File: src/rtl/fpadd_pipe_ctrl.sv
// fpadd_pipe_ctrl: issue/stall control for a LATENCY-stage FP adder pipeline.
module fpadd_pipe_ctrl #(
  parameter int LATENCY = 5,
  parameter int TAG_W = 5
) (
  input  logic             clk,
  input  logic             rst,
  input  logic             req0_valid,
  output logic             req0_ready,
  input  logic [TAG_W-1:0] req0_tag,
  input  logic             req0_sub,
  input  logic             req1_valid,
  output logic             req1_ready,
  input  logic [TAG_W-1:0] req1_tag,
  input  logic             req1_sub,
  input  logic             flush,
  output logic             op_sel,
  output logic             op_sub,
  output logic             pipe_adv,
  output logic             wb_valid,
  input  logic             wb_ready,
  output logic [TAG_W-1:0] wb_tag,
  output logic             wb_src,
  output logic [3:0]       inflight,
  output logic             busy
);
  logic [LATENCY-1:0] vld, src;
  logic [LATENCY-1:0][TAG_W-1:0] tag;
  logic [TAG_W-1:0] g_tag;
  logic [3:0] cnt;
  logic last_grant, pick, any_grant, leave;
  // pick is the requester that would win; any_grant qualifies it with a free, unflushed slot
  always_comb begin
    pipe_adv = !(vld[LATENCY-1] && !wb_ready);
    pick = (req0_valid && req1_valid) ? !last_grant : req1_valid;
    any_grant = (req0_valid || req1_valid) && pipe_adv && !flush && !rst;
    req0_ready = any_grant && !pick;
    req1_ready = any_grant && pick;
    op_sel = any_grant ? pick : last_grant;
    op_sub = any_grant && (pick ? req1_sub : req0_sub);
    g_tag = any_grant ? (pick ? req1_tag : req0_tag) : {TAG_W{1'b0}};
    leave = vld[LATENCY-1] && wb_ready;
  end
  always_ff @(posedge clk) begin
    if (rst) begin
      vld <= '0;
      src <= '0;
      tag <= '0;
      last_grant <= 1'b1;
      cnt <= '0;
    end else if (flush) begin
      vld <= '0;
      cnt <= '0;
    end else if (pipe_adv) begin
      vld <= {vld[LATENCY-2:0], any_grant};
      src <= {src[LATENCY-2:0], any_grant && pick};
      tag <= {tag[LATENCY-2:0], g_tag};
      if (any_grant) last_grant <= pick;
      cnt <= cnt + {3'd0, any_grant} - {3'd0, leave};
    end
  end
  assign wb_valid = vld[LATENCY-1];
  assign wb_tag = tag[LATENCY-1];
  assign wb_src = src[LATENCY-1];
  assign inflight = cnt;
  assign busy = |cnt;
endmodule

File: config.mk
export PLATFORM = sky130hd
export DESIGN_NAME = fpadd_pipe_ctrl
export DESIGN_NICKNAME = d
export VERILOG_FILES = /design/src/rtl/fpadd_pipe_ctrl.sv
export SDC_FILE = /design/constraint.sdc
export NUM_CORES = 1
export LEC_CHECK = 0
export BUFFER_PORTS_ARGS = -buffer_cell sky130_fd_sc_hd__buf_2
export CAP_MARGIN = 20
export CORE_MARGIN = 4
export CORE_UTILIZATION = 48
export DETAILED_ROUTE_END_ITERATION = 16
export GPL_TIMING_DRIVEN = 0
export PLACE_DENSITY = 0.75
export SYNTH_ARGS = -nofsm -noshare
export SYNTH_HDL_FRONTEND = slang
export SYNTH_SLANG_ARGS = --single-unit
File: constraint.sdc
create_clock -name clk -period 1.95 [get_ports clk]
set_input_delay 0.0975 -clock clk [delete_from_list [all_inputs] [get_ports clk]]
set_output_delay 0.0975 -clock clk [all_outputs]
set_load 0.03 [all_outputs]
After elaboration in Yosys (flattened, before gate mapping)
Cells that the tools add are included.
{ "op_classes": {"n_reduce_logical": 19, "n_lt_le_gt_ge": 0, "mul": 0, "n_addsub": 2, "n_div": 0, "mux": 5, "n_eq_ne": 0, "n_shift": 0, "bitwise": 2} }
{ "ops": {"columns": ["cell", "count"], "rows": [
  ["5-bit 2-to-1 mux", 2],
  ["1-bit logical AND", 9],
  ["1-bit zero test", 6],
  ["4-bit by 1-bit adder with 4-bit output", 1],
  ["4-bit OR reduction", 1],
  ["4-bit by 1-bit subtractor with 4-bit output", 1],
  ["1-bit 2-to-1 mux", 3],
  ["1-bit NOT", 2],
  ["2-bit AND reduction", 1],
  ["2-bit OR reduction", 1],
  ["1-bit logical OR", 1]
]} }
{ "totals": {"romBits": 0, "register_bits": 40, "output_inout_bits": 17, "ramBits": 0, "n_memories": 0, "inputBits": 18, "wordCells": 37, "latch_bits": 0} }

Logic depth before layout (Yosys ltp)
{ "logic_depth": {"word_depth": 8, "depth_mapped": 12} }

Worst setup path after synthesis
No wires, ideal clock.
{ "synth_path": {"kind": "reg-to-reg", "startpoint": "register vld[4]", "endpoint": "register cnt[2] (netlist: inflight[2])", "path_slack_ps": -400, "required_ps": 1880, "period_less_slack_ps": 2350, "stages_incl_launch_ff": 13, "setup_ps": 70, "arrival_ps": 2280, "cell_sequence": "dfxtp_1 > nor2b_4 > inv_2 > o211ai_1 > buf_2 > ha_1 > inv_1 > ha_1 > inv_1 > fa_1 > xnor2_1 > nand2_1 > a21oi_1"} }
{ "synth_via": {"elab_chain_len": 7, "elab_cells_between_ends": 8, "cone_classes": "2 x add/sub; 6 x reduce/logical"} }
{ "synth_lines": {"columns": ["element", "line", "source"], "rows": [
  ["start, declared", "27", "logic [LATENCY-1:0] vld, src;"],
  ["start signal, assigned", "55", "vld <= {vld[LATENCY-2:0], any_grant};"],
  ["1-bit logical AND", "34", "pipe_adv = !(vld[LATENCY-1] && !wb_ready);"],
  ["1-bit zero test", "34", null],
  ["1-bit logical AND (3 in a row)", "36", "any_grant = (req0_valid || req1_valid) && pipe_adv && !flush && !rst;"],
  ["4-bit by 1-bit adder with 4-bit output", "59", "cnt <= cnt + {3'd0, any_grant} - {3'd0, leave};"],
  ["4-bit by 1-bit subtractor with 4-bit output", "59", null],
  ["end signal, assigned", "59", null],
  ["end, declared", "30", "logic [3:0] cnt;"]
]} }
Several ways; a longest one is shown, not always the timed one.
A chain may end at the register's enable or synchronous reset.

Final worst setup path
Ends and elaborated chain as after synthesis.

==> metrics.md <==
| Metric | Value |
|---|---|
| Outcome | finished, violations left |
| Failing checks | setup timing |
| Die width | around 69 um |
| Top-Level Pins | 35 |
| Synth Warn # | 0 |
| Clk_skew | between 0.004 and 0.005 ns |
| DR iter-0 viols | between 100 and 150 |
| Switching Share | between 20% and 30% |
| Core Region | 0.00344 mm^2 |
| Slew Limit Fails | 0 |
| Clock Pin Slew Worst Setup and Hold Paths | roughly 0.07 ns |
| Register area share after synthesis | between 40 and 50% |
| R2r setup slk | -0.04 ns |
| Clk sinks | 40 |
| Crit path DAT | 2.22 ns |
| Full die area | approximately 0.0047 mm^2 |
| Non-filler instance count after layout | 301 |
| Vias per inst | about 5.4 |
| Avg Inst Size Synth | about 8.6 um^2 |
| Pre-Repair DR Iteration Count | 4 |
| CP Max Fanout | 3 |
| DP HPWL | 2620 um |
| Gr ovfl total | 0 |
| Final nets | 278 |
| PortBufs | 33 |
| CTS max path bufs | 2 |
| Total routed wirelength | about 3900 um |
| Worst IR Drop VDD | ~0.00040 V |
| Power density over cell area | roughly 700 mW/mm^2 |
| Initial antenna violation count | 0 |
| Crit end category | flop |
| Asr flop ratio synth | 0% |
| Share of layout cells above drive strength 1 | 31.0% |
| Synth top area cells | dfxtp_1, a21oi_1, nand3_1 |
| Routability cong. | 0.794 |
| F_max | about 500 MHz |
| H-tree depth | 2 |
| Largest family of logic cells by synthesized area | compound AO/OA/AOI/OAI gates |
| DR WL/cell | between 10 and 15 um |
| Worst Path Class, Setup | flop to flop |
| FF+latch count, synth | 40 |
| Core Rows | 21 |
| Hold Worst Slack | between 0.09 and 0.1 ns |
| CTS tree | yes |
| Synthesized netlist net count | roughly 230 |
| Number of diodes | 0 |
| Hold Buf Count CTS | 0 |
| Vias in the first global route | 1464 |
| Post-synth EDFFs | 0 |
| Synth Area in Compound Gates | a little under a quarter |
| Rel. slew slack | a little under three quarters |
| Clock root cell | clkbuf_8 |
| Area leader, netlist | dfxtp_1 |
| Final Setup Violations | 2 |
| Area Overhead vs Synth | 24.8% |
| Setup ws final | -0.0449 ns |
| Vias | 1618 |
| First-pass GRT wire length | ~6800 um |
| Clock Latency Late Sink | about 0.28 ns |
| Commonest register cell after synthesis | dfxtp_1 |
| Die H | between 60 and 70 um |
| Yosys cell types | 32 |
| Yosys top cell area share | between 40% and 50% |
| Placed Instance Area | approximately 0.0020 mm^2 |
| Gate Count Post-Synth | roughly 200 |
| Share of power burned in registers | 54.6% |
| Post-Synth Simple-Gate Area | between 10% and 20% |
| RSZ-0062 raised after global routing | true |
| Mux cell area share after synthesis | 3.40% |
| ANT nets after route | 0 |
| Combinational share of power | about a tenth |
| Worst Hold Class | input pin to flop |
| Fin area | 0.00220 mm^2 |
| Final hold violation count | 0 |
| Num CTS Buffers | 5 |
| Largest net degree at the start of global routing | 12 |
| Synth Area in XOR/XNOR | less than 1% |
| Number of max-cap violations | 0 |
| Clock network power share | between 30% and 40% |
| DRC errors left | 0 |
| Total power | roughly 0.0015 W |
| Leak pwr | 0.869 nW |
| Fin crit share | 102% |
| CP startpoint kind | flop |
| Global Route Usage Sum | 19.4% |
| Adder-cell share of the synthesized area | 4.68% |
| DP Cell Count | roughly 280 |
| P_int | about 0.0012 W |
| Sw Pwr | 0.000362 W |
| Final min period | between 1.5 and 2 ns |
| Synth Cell Area | between 0.0015 and 0.002 mm^2 |
| FILL cells | 304 |
| WP data required | 2.17 ns |
| Initial core utilization | between 50 and 60% |
| Worst Tran Pin Value | 0.424 ns |
cell families (layout without fill, tap and decap cells):
group / count (synthesis) / after routing
flops: 40 / 40
compound gates: 70 / 70
buf+inv: 31 / 82
xor+xnor: 1 / 1
mux: 6 / 6
simple gates: 50 / 50
fa+ha+maj: 6 / 6
placed cells by master (no fill, tap or decap), types with 2 or more instances in the layout:
| cell type | n |
|---|---|
| nand2_1 | 12 |
| inv_2 | 3 |
| ha_4 | 2 |
| nand3_1 | 26 |
| clkbuf_8 | 6 |
| dfxtp_1 | 39 |
| mux2i_1 | 6 |
| clkbuf_1 | 10 |
| buf_4 | 17 |
| a21oi_2 | 2 |
| a21boi_0 | 2 |
| inv_1 | 4 |
| o2bb2ai_1 | 5 |
| nor2_1 | 6 |
| o21ai_0 | 25 |
| a21oi_1 | 29 |
| buf_2 | 40 |
| ha_1 | 3 |
Yosys cell counts (2+ instances only):
library cell and n:
a211oi_1 2, a21boi_0 2, a21oi_1 30, buf_2 8, buf_4 6, clkbuf_1 8, dfxtp_1 40, ha_1 5
inv_1 6, mux2i_1 6, nand2_1 12, nand3_1 26, nor2_1 6, o21ai_0 25, o2bb2ai_1 5
worst max-delay path, cell delays in order (launching register included):
cell      delay, ns
dfxtp_4        0.35
nor2b_4        0.12
inv_2          0.05
o211ai_1       0.10
buf_4          0.18
ha_4           0.20
inv_2          0.06
ha_4           0.12
inv_2          0.04
fa_2           0.37
xnor2_2        0.13
nand2_1        0.09
a21oi_2        0.13
worst paths after layout:
check,cells after the start,to,startpoint
setup / recovery,12,inflight[2],vld[4]
setup reg to reg,12,inflight[2],vld[4]
hold / removal,3,tag[1],req0_tag[1]
hold reg to reg,2,vld[3],vld[3]
area by class of cell:
cell class	count	area (um^2)	share of cell area, %
Timing Repair Buffer	43	240	10.9
Inverter	8	30.0	1.36
Sequential cell	40	805	36.5
Buffer	23	129	5.85
Multi-Input combinational cell	133	851	38.6
Clock buffer	8	90.1	4.09
Tap cell	46	57.6	2.61
registers in the layout (all words and copies together) (netlist names):
name / flops
tag: 20
src: 5
vld: 5
wb_tag: 5
inflight: 4
last_grant: 1
through the flow:
| step | setup slack, ns | util, % | setup TNS, ns |
|---|---|---|---|
| after detailed placement | -0.219 | 58.7 | -0.415 |
| final | -0.0449 | 64.0 | -0.0501 |
| after global placement | -0.165 | 58.7 | -0.300 |
| after floorplan | -0.0864 | - | -0.158 |
| after CTS | -0.0310 | 63.9 | -0.0310 |
| after global routing | -0.150 | 64.0 | -0.240 |
what timing repair did:
item,CTS,global route
gates resized for setup,1,2
setup buffers,11,1
pin swaps,4,4
cloned,0,0
setup endpoints to repair,3,3
routing by layer:
metal	vias to the layer above	share of wire, %	GRT usage [%]
met1	754	48	26.4
met4	0	0.92	6.45
met2	47	45	28.6
li1	811	-	-
met3	6	6.2	6.81
met5	-	0	0
power groups by stage:
stage	Clock, W	Combinational, W	Sequential [W]
global placement	0	0.000128	0.000861
floorplan	0	0.0000858	0.000860
detailed placement	0	0.000130	0.000861
finish	0.000558	0.000144	0.000842
CTS	0.000561	0.000144	0.000842
global route	0.000610	0.000162	0.000844
No activity file was read; power rests on OpenSTA's default activity.
